===== src/rtl/mem_arbiter_pkg.sv =====
// -----------------------------------------------------------------------------
// mem_arbiter_pkg
// Shared definitions for the instruction/data memory arbiter:
//   - bus widths (address, data, byte-write-enable)
//   - FSM state encoding and transaction owner encoding
//   - latched bus command struct
//   - is_load() helper (a zero write-enable mask is a read)
// -----------------------------------------------------------------------------
package mem_arbiter_pkg;

    localparam int ADDR_W = 32;
    localparam int DATA_W = 32;
    localparam int WEN_W  = 4;

    typedef enum logic [1:0] {
        ST_IDLE = 2'd0,   // free to grant
        ST_REQ  = 2'd1,   // bus_req high, waiting for bus_addr_ok
        ST_WAIT = 2'd2    // address accepted, waiting for bus_data_ok
    } arb_state_t;

    typedef enum logic {
        OWN_INST = 1'b0,
        OWN_DATA = 1'b1
    } owner_t;

    typedef struct packed {
        logic [WEN_W-1:0]  wen;
        logic [ADDR_W-1:0] addr;
        logic [DATA_W-1:0] wdata;
    } bus_cmd_t;

    function automatic logic is_load(input logic [WEN_W-1:0] wen);
        return (wen == '0);
    endfunction

endpackage


===== src/rtl/mem_arbiter_if.sv =====
// -----------------------------------------------------------------------------
// mem_arbiter_if
// Bundles every non-clock signal of the arbiter:
//   fetch port   : iram_en, iram_addr -> iram_rdata, iram_stallreq
//   memory port  : dram_en, dram_wen, dram_addr, dram_wdata -> dram_rdata,
//                  dram_stallreq
//   pipeline ctl : pipe_stall, flush
//   shared bus   : bus_req, bus_wen, bus_addr, bus_wdata -> bus_addr_ok,
//                  bus_data_ok, bus_rdata
// modport master : arbiter view (drives stallreq/rdata and the bus request)
// modport slave  : pipeline + memory view (the opposite directions)
// -----------------------------------------------------------------------------
interface mem_arbiter_if;
    import mem_arbiter_pkg::*;

    logic              iram_en;
    logic [ADDR_W-1:0] iram_addr;
    logic [DATA_W-1:0] iram_rdata;
    logic              iram_stallreq;

    logic              dram_en;
    logic [WEN_W-1:0]  dram_wen;
    logic [ADDR_W-1:0] dram_addr;
    logic [DATA_W-1:0] dram_wdata;
    logic [DATA_W-1:0] dram_rdata;
    logic              dram_stallreq;

    logic              pipe_stall;
    logic              flush;

    logic              bus_req;
    logic [WEN_W-1:0]  bus_wen;
    logic [ADDR_W-1:0] bus_addr;
    logic [DATA_W-1:0] bus_wdata;
    logic              bus_addr_ok;
    logic              bus_data_ok;
    logic [DATA_W-1:0] bus_rdata;

    modport master (
        input  iram_en, iram_addr,
        output iram_rdata, iram_stallreq,
        input  dram_en, dram_wen, dram_addr, dram_wdata,
        output dram_rdata, dram_stallreq,
        input  pipe_stall, flush,
        output bus_req, bus_wen, bus_addr, bus_wdata,
        input  bus_addr_ok, bus_data_ok, bus_rdata
    );

    modport slave (
        output iram_en, iram_addr,
        input  iram_rdata, iram_stallreq,
        output dram_en, dram_wen, dram_addr, dram_wdata,
        input  dram_rdata, dram_stallreq,
        output pipe_stall, flush,
        input  bus_req, bus_wen, bus_addr, bus_wdata,
        output bus_addr_ok, bus_data_ok, bus_rdata
    );

endinterface


===== src/rtl/mem_arbiter.sv =====
// -----------------------------------------------------------------------------
// mem_arbiter
// Shares one memory bus between the fetch stage (iram) and the memory stage
// (dram). One transaction in flight at a time: IDLE grants, REQ holds bus_req
// until bus_addr_ok, WAIT waits for bus_data_ok. Results land in per-port
// buffers with a hold flag meaning "this pipeline slot already has its data".
//
// Parameters
//   DATA_FIRST : 1 = data port wins a simultaneous request, 0 = fetch wins
// Ports
//   clk : clock, rising edge
//   rst : asynchronous active-high reset
//   io  : mem_arbiter_if.master (requesters, pipeline control, shared bus)
// -----------------------------------------------------------------------------
module mem_arbiter
    import mem_arbiter_pkg::*;
#(
    parameter bit DATA_FIRST = 1'b1
) (
    input  logic          clk,
    input  logic          rst,
    mem_arbiter_if.master io
);

    arb_state_t        state;
    owner_t            owner;
    logic              hold_i, hold_d;
    logic              discard;
    logic [DATA_W-1:0] ibuf, dbuf;
    logic              bus_req_r;
    bus_cmd_t          cmd;

    logic pend_i, pend_d;
    logic grant_i, grant_d;
    logic done, keep;

    always_comb begin
        pend_i  = io.iram_en && !hold_i;
        pend_d  = io.dram_en && !hold_d;
        // A flushed fetch is never granted, so under flush the data port
        // wins regardless of priority.
        grant_d = pend_d && (DATA_FIRST || !pend_i || io.flush);
        grant_i = pend_i && !io.flush && !grant_d;
        done    = ((state == ST_REQ) && io.bus_addr_ok && io.bus_data_ok) ||
                  ((state == ST_WAIT) && io.bus_data_ok);
        // A flush on the completing edge kills the result just like a
        // flush seen earlier in the transaction.
        keep    = done && !discard && !io.flush;
    end

    always_ff @(posedge clk or posedge rst) begin
        if (rst) begin
            state     <= ST_IDLE;
            owner     <= OWN_INST;
            hold_i    <= 1'b0;
            hold_d    <= 1'b0;
            discard   <= 1'b0;
            ibuf      <= '0;
            dbuf      <= '0;
            bus_req_r <= 1'b0;
            cmd       <= '0;
        end else begin
            // Pipeline advanced or flushed: buffered results belong to the
            // old slot. A completion below overrides this on the same edge.
            if (!io.pipe_stall || io.flush) begin
                hold_i <= 1'b0;
                hold_d <= 1'b0;
            end

            case (state)
                ST_IDLE: begin
                    if (grant_d) begin
                        owner     <= OWN_DATA;
                        bus_req_r <= 1'b1;
                        cmd.wen   <= io.dram_wen;
                        cmd.addr  <= io.dram_addr;
                        cmd.wdata <= io.dram_wdata;
                        state     <= ST_REQ;
                    end else if (grant_i) begin
                        owner     <= OWN_INST;
                        bus_req_r <= 1'b1;
                        cmd.wen   <= '0;
                        cmd.addr  <= io.iram_addr;
                        cmd.wdata <= '0;
                        state     <= ST_REQ;
                    end
                end
                ST_REQ: begin
                    if (io.bus_addr_ok) begin
                        bus_req_r <= 1'b0;
                        state     <= io.bus_data_ok ? ST_IDLE : ST_WAIT;
                    end
                end
                ST_WAIT: begin
                    if (io.bus_data_ok)
                        state <= ST_IDLE;
                end
                default: begin
                    bus_req_r <= 1'b0;
                    state     <= ST_IDLE;
                end
            endcase

            if (done) begin
                discard <= 1'b0;
                if (keep) begin
                    if (owner == OWN_INST) begin
                        hold_i <= 1'b1;
                        ibuf   <= io.bus_rdata;
                    end else begin
                        hold_d <= 1'b1;
                        if (is_load(cmd.wen))
                            dbuf <= io.bus_rdata;
                    end
                end
            end else if (io.flush && (state != ST_IDLE)) begin
                discard <= 1'b1;
            end
        end
    end

    assign io.iram_rdata    = ibuf;
    assign io.dram_rdata    = dbuf;
    assign io.iram_stallreq = pend_i;
    assign io.dram_stallreq = pend_d;
    assign io.bus_req       = bus_req_r;
    assign io.bus_wen       = cmd.wen;
    assign io.bus_addr      = cmd.addr;
    assign io.bus_wdata     = cmd.wdata;

endmodule


===== src/flat_wrapper.sv =====
// flat-port wrapper written by rule: the top's interface ports become plain ports
module mem_arbiter_flat import mem_arbiter_pkg::*;
#(
    parameter bit DATA_FIRST = 1'b1
)
  (clk, rst, io_iram_en, io_iram_addr, io_iram_rdata, io_iram_stallreq, io_dram_en, io_dram_wen, io_dram_addr, io_dram_wdata, io_dram_rdata, io_dram_stallreq, io_pipe_stall, io_flush, io_bus_req, io_bus_wen, io_bus_addr, io_bus_wdata, io_bus_addr_ok, io_bus_data_ok, io_bus_rdata);
  mem_arbiter_if io_i ();
  input  logic clk;
  input  logic rst;
  input wire logic [$bits(io_i.iram_en)-1:0] io_iram_en;
  input wire logic [$bits(io_i.iram_addr)-1:0] io_iram_addr;
  output wire logic [$bits(io_i.iram_rdata)-1:0] io_iram_rdata;
  output wire logic [$bits(io_i.iram_stallreq)-1:0] io_iram_stallreq;
  input wire logic [$bits(io_i.dram_en)-1:0] io_dram_en;
  input wire logic [$bits(io_i.dram_wen)-1:0] io_dram_wen;
  input wire logic [$bits(io_i.dram_addr)-1:0] io_dram_addr;
  input wire logic [$bits(io_i.dram_wdata)-1:0] io_dram_wdata;
  output wire logic [$bits(io_i.dram_rdata)-1:0] io_dram_rdata;
  output wire logic [$bits(io_i.dram_stallreq)-1:0] io_dram_stallreq;
  input wire logic [$bits(io_i.pipe_stall)-1:0] io_pipe_stall;
  input wire logic [$bits(io_i.flush)-1:0] io_flush;
  output wire logic [$bits(io_i.bus_req)-1:0] io_bus_req;
  output wire logic [$bits(io_i.bus_wen)-1:0] io_bus_wen;
  output wire logic [$bits(io_i.bus_addr)-1:0] io_bus_addr;
  output wire logic [$bits(io_i.bus_wdata)-1:0] io_bus_wdata;
  input wire logic [$bits(io_i.bus_addr_ok)-1:0] io_bus_addr_ok;
  input wire logic [$bits(io_i.bus_data_ok)-1:0] io_bus_data_ok;
  input wire logic [$bits(io_i.bus_rdata)-1:0] io_bus_rdata;
  assign io_i.iram_en = io_iram_en;
  assign io_i.iram_addr = io_iram_addr;
  assign io_iram_rdata = io_i.iram_rdata;
  assign io_iram_stallreq = io_i.iram_stallreq;
  assign io_i.dram_en = io_dram_en;
  assign io_i.dram_wen = io_dram_wen;
  assign io_i.dram_addr = io_dram_addr;
  assign io_i.dram_wdata = io_dram_wdata;
  assign io_dram_rdata = io_i.dram_rdata;
  assign io_dram_stallreq = io_i.dram_stallreq;
  assign io_i.pipe_stall = io_pipe_stall;
  assign io_i.flush = io_flush;
  assign io_bus_req = io_i.bus_req;
  assign io_bus_wen = io_i.bus_wen;
  assign io_bus_addr = io_i.bus_addr;
  assign io_bus_wdata = io_i.bus_wdata;
  assign io_i.bus_addr_ok = io_bus_addr_ok;
  assign io_i.bus_data_ok = io_bus_data_ok;
  assign io_i.bus_rdata = io_bus_rdata;
  mem_arbiter #(.DATA_FIRST(DATA_FIRST)) u_core (.clk(clk), .rst(rst), .io(io_i));
endmodule

===== config.mk =====
export PLATFORM = sky130hd
export DESIGN_NAME = mem_arbiter_flat
export DESIGN_NICKNAME = d
export VERILOG_FILES = /design/src/rtl/mem_arbiter_pkg.sv /design/src/rtl/mem_arbiter_if.sv /design/src/rtl/mem_arbiter.sv /design/src/flat_wrapper.sv
export SDC_FILE = /design/constraint.sdc
export NUM_CORES = 1
export LEC_CHECK = 0
export CORE_ASPECT_RATIO = 0.75
export CORE_MARGIN = 1.5
export CORE_UTILIZATION = 35
export CTS_CLUSTER_SIZE = 24
export DETAILED_ROUTE_END_ITERATION = 7
export PLACE_DENSITY = 0.74
export SLEW_MARGIN = 20
export SYNTH_ARGS = -nofsm -noshare
export SYNTH_HDL_FRONTEND = slang
export SYNTH_SLANG_ARGS = --single-unit
export TNS_END_PERCENT = 5

===== constraint.sdc =====
create_clock -name clk -period 4.5 [get_ports clk]
set_input_delay 1.125 -clock clk [delete_from_list [all_inputs] [get_ports clk]]
set_output_delay 1.125 -clock clk [all_outputs]
set_load 0.01 [all_outputs]

# --- Yosys cells after proc, flatten, opt, wreduce, memory -nomap -nowiden ---
# Index checks and enable logic that the tools add are counted.
# Widths: inputs -> output; s select.
word_totals:
  register_bits: 139
  input_bits: 140
  out_inout_bits: 135
  word_cells: 70
classes:
  n_eq_ne: 5
  n_mux: 24
  bitwise_logic: 2
  n_reduce_logical: 28
ops:
  columns: ["operator", "count"]
  rows:
  - ["$mux 68", 2]
  - ["$mux 1", 15]
  - ["$logic_and 1x1->1", 10]
  - ["$mux 2", 5]
  - ["$reduce_and 3->1", 3]
  - ["$logic_not 1->1", 6]
  - ["$pmux 2 s3", 1]
  - ["$reduce_bool 2->1", 3]
  - ["$logic_not 4->1", 1]
  - ["$ne 2x2->1 const B", 2]
  - ["$reduce_and 4->1", 1]
  - ["$ne 3x2->1 const B", 1]
  - ["$pmux 1 s3", 1]
  - ["$eq 2x1->1 const B", 1]
  - ["$eq 2x2->1 const B", 1]
  - ["$logic_not 2->1", 1]
  - ["$logic_or 1x1->1", 2]
  - ["$not 1->1", 2]
  - ["$reduce_and 2->1", 1]

# --- Longest topological paths before layout ---
# Gate-level depths: netlist of run 1.
depth:
  depth_word: 8
  ltp_mapped: 6
  ltp_nobuf: 4

# --- Worst setup path after synthesis of run 1 ---
# No wires, ideal clock.
synth_timing:
  path_type: "in2out"
  from: "input io_dram_en"
  to: "output io_dram_stallreq"
  arrival_ns: 1.437
  t_required_ns: 3.375
  slack_ns: 1.938
  path_stages: 3
  cell_sequence: "nand2b_1 > buf_2 > inv_1"
synth_between:
  elab_chain_len: 1
synth_rtl:
  columns: ["item", "line", "source"]
  rows:
  - ["start, declared", "flat_wrapper.sv:14", "input wire logic [$bits(io_i.dram_en)-1:0] io_dram_en;"]
  - ["$logic_and 1x1->1", "mem_arbiter.sv:39", "pend_d = io.dram_en && !hold_d;"]
  - ["end, declared", "flat_wrapper.sv:19", "output wire logic [$bits(io_i.dram_stallreq)-1:0] io_dram_stallreq;"]
# Every way passes these cells.

# --- Worst setup path after layout of run 1 ---
# Same ends and word-level chain as after synthesis.

==> flow_summary_export.csv, run 1 <==
group,metric,value,unit
power,power.total,6.30,mW
synthesis,synth_top_flop_cell,"dfrtp_1",
floorplanning,row_count,39,
clock_network,clock_path_buffers,2,
synthesis,ys_seq_area_frac,0.624,
layout,final_cell_mix,"clkdlybuf4s50_1, dfrtp_1, mux2_2, a22o_1, clkbuf_16",
synthesis,synth_cell_type_count,29,
layout,drive_gt1_frac,0.254,
detailed_routing,drt_wl_total,14500,um
run,drv_cap,0,
floorplanning,io_pins,275,
detailed_routing,drcViolationCount,0,
timing,setup_tns,0,ps
synthesis,netlist_area,0.00558,sq mm
clock_network,cts_resized,0,
layout,final_common_cell,"clkdlybuf4s50_1",
layout,fin_area,0.00923,sq mm
critical_path,startpoint_type,"primary input",
clock_network,postCtsSetupRepairBufs,0,
layout,fill_cells,1269,
floorplanning,dieArea,0.0167,sq mm
critical_path,end_kind,"output pin",
critical_path,crit_type,"in2out",
clock_network,clk_pin_slew,60,ps
detailed_routing,dr.pass1.iters,4,
power,leakage,3.98,nW
power,vdd_ir_drop_max,0.341,mV
placement,dpl.hpwl,10500,um
hold_path,holdCritPathClass,"reg2reg",
detailed_routing,initialDrtViolationCount,111,
synthesis,async_reset_ff_frac,1.00,
floorplanning,die_h,112,um
timing,finalCritPeriodShare,0.779,
synthesis,synth_edf_count,0,
clock_network,cts_made_buffers,17,
layout,areaGrowthSynthToFinish,65.4,%
clock_network,cts_sinks,139,
floorplanning,initial_utilization,0.362,
timing,finalSetupViolCount,0,
layout,antenna_cells,0,
detailed_routing,vias,4072,
synthesis,synth_seq_cells,139,
clock_network,cts_tree,"built",
layout,final_nets,776,
hold_path,hold-path-cell-count,2,
grt,grt_max_degree,140,
timing,timing.fmax,285,MHz
timing,worst_slew_pin_slew,776,ps
clock_network,root_buffer,"clkbuf_16",
clock_network,clk_latency,410,ps
timing,rsz0062_at_grt,"false",
synthesis,syn_avg_cell_area,15.6,sq um
grt,antenna_found_initial,0,
synthesis,synth_warnings,0,
critical_path,cp.arrival,2380,ps
layout,layout.cells.non_filler,854,
clock_network,cts_hold_buf,0,
timing,drv_slew,0,
timing,whs,470,ps
timing,min_period,3510,ps
detailed_routing,routed_via_density,4.77,
critical_path,r2r-end,"u_core.io.dram_rdata[11]",
clock_network,htreeDepth,4,
grt,grt_usage,0.178,
run_status,outcome,"finished, final reports clean",
grt,grt_pass1_wl,22900,um
synthesis,synth_cells,358,
hold_path,hold_path_end,"u_core.hold_d",
timing,maxSlewHeadroom,0.478,
critical_path,worst_r2r_path_depth,4,
timing,skew,9.21,ps
placement,gpl.final_weighted_congestion,0.721,
placement,port_buffers,274,
placement,placed_cells,822,
placement,placed_area,0.00855,sq mm
grt,gr-total-overflow,0,
hold_path,holdCritStartpoint,"u_core.hold_d",
floorplanning,die_w,149,um
critical_path,critPathMaxFanout,3,
grt,grt_pass1_vias,4385,
critical_path,r2r-start,"u_core.io.bus_wen[0]",
power,p_per_area,682,mW/mm^2
synthesis,synth_nets,498,
detailed_routing,wl_per_cell,16.9,um
detailed_routing,postRouteAntennaNets,0,
timing,hold_violations,0,
critical_path,reg2reg_slack,2250,ps
floorplanning,coreArea,0.0154,sq mm
critical_path,crit_required,3380,ps
-- cells by family (layout without fill, tap and decap cells) --
family | count (synthesis) | count (layout) | synth area share
buf+inv | 25 | 316 | 0.0229
simple gates | 19 | 19 | 0.0218
compound gates | 47 | 47 | 0.0731
flops | 139 | 139 | 0.624
mux | 128 | 128 | 0.258
-- where the power goes --
| part | switching, mW | internal (mW) |
|---|---|---|
| clock | 0.505 | 1.07 |
| sequential | 0.352 | 1.86 |
| combinational | 0.912 | 1.60 |
| total | 1.77 | 4.53 |
-- flip-flops by register name, indices dropped and copies added, names as in the netlist --
name                  cells
u_core.io.bus_req         1
u_core.io.dram_rdata     32
u_core.io.bus_wen         4
u_core.io.bus_addr       32
u_core.state              2
u_core.discard            1
u_core.io.bus_wdata      32
u_core.hold_d             1
u_core.owner              1
u_core.io.iram_rdata     32
u_core.hold_i             1
-- how the worst max path moves through the flow --
stage                           from          endpoint  slack (ps)  depth (start not counted)
after floorplan                  rst    u_core.discard        1640                          1
after global placement    io_dram_en  io_dram_stallreq         970                          4
after detailed placement  io_dram_en  io_dram_stallreq         990                          4
after CTS                 io_dram_en  io_dram_stallreq         980                          4
after global routing      io_dram_en  io_dram_stallreq         940                          4
final                     io_dram_en  io_dram_stallreq         990                          4
-- stage by stage --
step	worst slack, ps	utilization
finish	994	0.598
global route	942	0.598
CTS	984	0.598
detailed placement	987	0.555
floorplan	1640	-
global placement	966	0.555
-- critical path: stages --
cell	delay [ps]
clkdlybuf4s50_1	470
nand2b_2	60
inv_1	130
clkdlybuf4s50_1	600
-- cells in the mapped netlist, drive strengths merged (2+ instances only) --
cell    number  area share
mux2       128        0.26
nand2b       2      0.0022
nor2         2      0.0013
nor3         2      0.0027
o21ai        3      0.0027
clkbuf       9      0.0061
a21oi        2      0.0038
o211ai       2      0.0045
inv          4      0.0027
dfrtp      139        0.62
a22o        36       0.057
nand2        3      0.0020
a21o         2      0.0027
nor2b        2      0.0022
buf         12       0.014
-- area by class of cell --
type / instances / area [sq um] / share of cell area
Clock buffer: 21 / 460 / 0.0499
Clock inverter: 11 / 215 / 0.0233
Inverter: 4 / 18.8 / 0.00203
Multi-Input combinational cell: 194 / 2000 / 0.216
Sequential cell: 139 / 3480 / 0.377
Tap cell: 205 / 256 / 0.0278
Timing Repair Buffer: 280 / 2800 / 0.303
-- metal layers --
layer | track usage | wire length (um)
met4 | 0.0647 | 240
met5 | 0 | 0
met3 | 0.0549 | 1130
met1 | 0.209 | 5900
met2 | 0.305 | 7200
No activity file was read; power rests on OpenSTA's default activity.
==> run 2, diff against run 1 <==
- PLACE_DENSITY: 0.74 -> 0.71
- clock period: 4.5 -> 3.68 ns (I/O delays scaled with it)
==> flow_summary_export.csv, run 2 (synthesis gave the netlist of run 1 again) <==
group,metric,value,unit
run_status,outcome,"finished, final reports clean",
grt,antenna_found_initial,1,
grt,gr-usage-met2,0.303,
detailed_routing,routed_via_density,4.77,
placement,placed_cells,824,
critical_path,slowest_delay,600,ps
grt,grt_usage,0.185,
clock_network,clock_path_buffers,2,
grt,grt_pass1_wl,23500,um
floorplanning,dieArea,0.0167,sq mm
run,drv_cap,0,
power,vdd_ir_drop_max,0.421,mV
critical_path,crit_type,"in2out",
critical_path,reg2reg_slack,1680,ps
layout,areaGrowthSynthToFinish,65.1,%
grt,grtUsageMet1,0.220,
clock_network,htreeDepth,4,
timing,maxSlewHeadroom,0.517,
power,leakage,3.97,nW
power,p_per_area,821,mW/mm^2
grt,gr-total-overflow,0,
timing,skew,10.3,ps
layout,final_nets,778,
critical_path,startpoint_type,"primary input",
hold_path,holdCritPathClass,"reg2reg",
timing,timing.fmax,320,MHz
timing,setup_tns,0,ps
floorplanning,die_h,112,um
critical_path,cp_cell_sequence,"clkdlybuf4s50_1, nand2b_2, inv_1, clkdlybuf4s50_1",
floorplanning,initial_utilization,0.362,
clock_network,postCtsSetupRepairBufs,0,
clock_network,cts_resized,0,
clock_network,cts_hold_buf,0,
critical_path,cp_common_cell,"clkdlybuf4s50_1",
clock_network,clk_latency,420,ps
detailed_routing,vias,4087,
grt,grt.busiest_layer,"met2",
timing,worst_slew_pin_slew,724,ps
layout,final_cell_mix,"clkdlybuf4s50_1, dfrtp_1, mux2_2, a22o_1, clkbuf_16",
detailed_routing,drcViolationCount,0,
critical_path,critPathMaxFanout,3,
detailed_routing,drt_wl_total,15100,um
floorplanning,die_w,149,um
critical_path,end_kind,"output pin",
placement,port_buffers,274,
layout,final_common_cell,"clkdlybuf4s50_1",
clock_network,cts_tree,"built",
placement,placed_area,0.00859,sq mm
placement,dpl.hpwl,10800,um
critical_path,cp_slowest_cell,"clkdlybuf4s50_1",
critical_path,cp_top_family,"buffers and inverters",
placement,pre_cts_slack,557,ps
detailed_routing,wl_per_cell,17.6,um
detailed_routing,postRouteAntennaNets,0,
critical_path,cp.arrival,2200,ps
clock_network,clk_pin_slew,50,ps
timing,min_period,3120,ps
power,power.total,7.56,mW
timing,postLayoutSetupSlackWorst,559,ps
critical_path,crit_required,2760,ps
layout,fin_area,0.00921,sq mm
layout,drive_gt1_frac,0.257,
timing,finalSetupViolCount,0,
clock_network,cts_sinks,139,
critical_path,critPathBufInv,3,
placement,gpl.final_weighted_congestion,0.776,
clock_network,root_buffer,"clkbuf_16",
grt,grt_pass1_vias,4474,
timing,rsz0062_at_grt,"false",
floorplanning,io_pins,275,
clock_network,cts_made_buffers,17,
timing,drv_slew,0,
floorplanning,coreArea,0.0154,sq mm
timing,hold_violations,0,
grt,grtUsageMet3,0.0744,
grt,grt_max_degree,140,
floorplanning,row_count,39,
detailed_routing,dr.pass1.iters,4,
detailed_routing,initialDrtViolationCount,129,
timing,finalCritPeriodShare,0.848,
layout,layout.cells.non_filler,857,
-- run 2: path summary, 6_finish.rpt --
| check | start | end | depth (start not counted) |
|---|---|---|---|
| max in group asynchronous | rst | u_core.io.iram_rdata[16] | 3 |
| worst max register to register | u_core.discard | u_core.io.iram_rdata[20] | 4 |
| worst min-delay path | u_core.hold_d | u_core.hold_d | 2 |
| min in group asynchronous | rst | u_core.io.iram_rdata[7] | 3 |
| worst max-delay path | io_dram_en | io_dram_stallreq | 4 |
| worst min register to register | u_core.hold_d | u_core.hold_d | 2 |
-- run 2: metrics by stage --
stage	hold WS, ps	utilization
floorplan	437	-
global placement	463	0.557
detailed placement	475	0.557
CTS	488	0.597
global route	516	0.597
finish	483	0.597
-- run 2: area by class of cell --
class | count | area [sq um]
Multi-Input combinational cell | 194 | 2000
Inverter | 4 | 18.8
Timing Repair Buffer | 282 | 2840
Antenna cell | 1 | 2.50
Clock inverter | 10 | 140
Tap cell | 205 | 256
Clock buffer | 22 | 474
Fill cell | 1229 | 6210
Sequential cell | 139 | 3480
-- run 2: power by group --
group / total [mW] / internal [mW] / switching [mW]
sequential: 2.70 / 2.28 / 0.426
clock: 1.74 / 1.12 / 0.623
combinational: 3.11 / 1.97 / 1.14
-- run 2: metal layers --
layer  wire (um)  part of all wire
met5           0                 0
met4         275             0.018
met3        1350             0.089
met2        7300              0.48
met1        6150              0.41
-- run 2: worst reg2reg max path: stages, from the launching register on --
cell     delay (ps)
dfrtp_1         400
or4b_1          560
a21oi_4         310
buf_12          240
mux2_2          380
==> run 3, diff against run 2 <==
- clock period: 3.68 -> 2.9 ns (I/O delays scaled with it)
==> flow_summary_export.csv, run 3 (synthesis gave the netlist of run 1 again) <==
group,metric,value,unit
run_status,outcome,"finished, final reports clean",
placement,port_buffers,274,
clock_network,clk_latency,420,ps
clock_network,clock_path_buffers,2,
hold_path,holdCritStartpoint,"u_core.hold_d",
critical_path,cp_slowest_cell,"clkdlybuf4s50_1",
detailed_routing,top_layer_used,"met4",
critical_path,crit_type,"in2out",
placement,dpl.hpwl,11100,um
critical_path,reg2reg_slack,880,ps
detailed_routing,dr_wl_met3,1440,um
power,swShare,0.290,
timing,rsz0062_at_grt,"false",
detailed_routing,drt_wl_total,15000,um
timing,min_period,2800,ps
detailed_routing,drcViolationCount,0,
grt,grt_max_degree,80,
grt,grt_usage,0.182,
hold_path,holdCritPathClass,"reg2reg",
floorplanning,row_count,39,
timing,hold_violations,0,
grt,grt_pass1_vias,4498,
clock_network,clk_pin_slew,60,ps
detailed_routing,routed_via_density,4.74,
detailed_routing,vias,4079,
critical_path,cp_cell_sequence,"clkdlybuf4s50_1, nor2b_1, clkdlybuf4s50_1",
clock_network,cts_tree,"built",
critical_path,crit_required,2170,ps
floorplanning,die_h,112,um
hold_path,hold_path_end,"u_core.hold_d",
timing,drv_slew,0,
placement,gpl.final_weighted_congestion,0.775,
layout,final_core_util,0.602,
critical_path,cp_common_cell,"clkdlybuf4s50_1",
grt,antenna_found_initial,0,
timing,maxSlewHeadroom,0.554,
power,p_int,6.89,mW
layout,final_nets,782,
floorplanning,io_pins,275,
critical_path,startpoint_type,"primary input",
timing,finalSetupViolCount,0,
timing,worst_slew_pin_slew,663,ps
critical_path,r2r-start,"u_core.io.bus_wen[0]",
power,pwr-share-comb,0.408,
critical_path,cp_top_family,"buffers and inverters",
power,leakage,4.02,nW
critical_path,r2r-end,"u_core.io.dram_rdata[22]",
detailed_routing,postRouteAntennaNets,0,
grt,gr-total-overflow,0,
power,pwr-share-seq,0.353,
clock_network,htreeDepth,4,
detailed_routing,dr.pass1.iters,4,
clock_network,cts_made_buffers,17,
detailed_routing,initialDrtViolationCount,86,
clock_network,cts_hold_buf,0,
critical_path,worst_r2r_path_depth,5,
critical_path,slowest_delay,590,ps
layout,areaGrowthSynthToFinish,66.5,%
run,drv_cap,0,
timing,skew,7.71,ps
clock_network,cts_resized,0,
timing,setup_tns,0,ps
critical_path,cp.arrival,2080,ps
power,vdd_ir_drop_max,0.598,mV
timing,timing.fmax,357,MHz
clock_network,cts_sinks,139,
critical_path,end_kind,"output pin",
power,switchingPower,2.82,mW
power,clkPwrFrac,0.238,
detailed_routing,wl_met2,7060,um
detailed_routing,wl_per_cell,17.4,um
hold_path,hold-path-cell-count,2,
clock_network,root_buffer,"clkbuf_16",
floorplanning,coreArea,0.0154,sq mm
floorplanning,dieArea,0.0167,sq mm
layout,antenna_cells,0,
critical_path,critPathBufInv,2,
power,p_per_area,1050,mW/mm^2
floorplanning,die_w,149,um
clock_network,postCtsSetupRepairBufs,0,
grt,grt_pass1_wl,23200,um
detailed_routing,wl_met1,6030,um
critical_path,critPathMaxFanout,2,
timing,finalCritPeriodShare,0.967,
layout,drive_gt1_frac,0.264,
floorplanning,initial_utilization,0.362,
layout,final_common_cell,"clkdlybuf4s50_1",
layout,final_cell_mix,"clkdlybuf4s50_1, dfrtp_1, mux2_2, a22o_1, clkbuf_16",
-- run 3: cell count changes in the layout (fill, tap and decap cells not counted), sizes merged --
cell	previous run	this run
diode	1	0
buf	8	12
inv	3	5
clkinvlp	4	3
clkbuf	22	19
clkinv	4	5
bufinv	3	4
-- run 3: cell type report --
| cell class | count | area, sq um |
|---|---|---|
| clock buffer | 19 | 453 |
| clock inverter | 13 | 189 |
| fill | 1220 | 6130 |
| inverter | 4 | 18.8 |
| multi-input combinational | 194 | 2000 |
| sequential | 139 | 3480 |
| tap | 205 | 256 |
| timing repair buffer | 286 | 2900 |
-- run 3: metrics by stage --
step | cells | setup WS [ps] | cell area [sq um] | total power [mW] | hold slack (ps)
2_1_floorplan | 358 | 440 | 5580 | 4.95 | 437
3_3_place_gp | 828 | 100 | 8650 | 7.35 | 471
3_5_place_dp | 828 | 104 | 8650 | 7.46 | 474
4_1_cts | 860 | 98.9 | 9290 | 9.83 | 488
5_1_grt | 860 | 66.7 | 9290 | 10.2 | 507
6_report | 860 | 96.6 | 9290 | 9.71 | 476
-- run 3: layer usage --
layer | vias to the layer above | global-route usage
met2 | 193 | 0.296
met5 | - | 0
met4 | 0 | 0.0838
met3 | 34 | 0.0740
met1 | 1978 | 0.211
li1 | 1874 | -
-- run 3: worst max-delay path by stage --
stage	from	end	slack [ps]	depth (start not counted)
2_1_floorplan	rst	u_core.discard	440	1
3_3_place_gp	io_iram_en	io_iram_stallreq	100	3
3_5_place_dp	io_iram_en	io_iram_stallreq	100	3
4_1_cts	io_iram_en	io_iram_stallreq	100	3
5_1_grt	io_iram_en	io_iram_stallreq	70	3
6_report	io_iram_en	io_iram_stallreq	100	3
-- run 3: power groups by stage --
stage	Sequential [mW]	Combinational (mW)	Clock (mW)
2_1_floorplan	3.82	1.13	0
3_3_place_gp	3.41	3.94	0
3_5_place_dp	3.45	4.01	0
4_1_cts	3.44	4.02	2.37
5_1_grt	3.56	4.20	2.47
6_report	3.43	3.96	2.31
-- run 3: worst register-to-register path: cells and delay by family, from the launching register on --
family                 cells  cell delay, ps
AOI/OAI and AO/OA          1             140
muxes                      1             300
buffers and inverters      2             450
DFF                        1             400
and+or+nand+nor            1             620
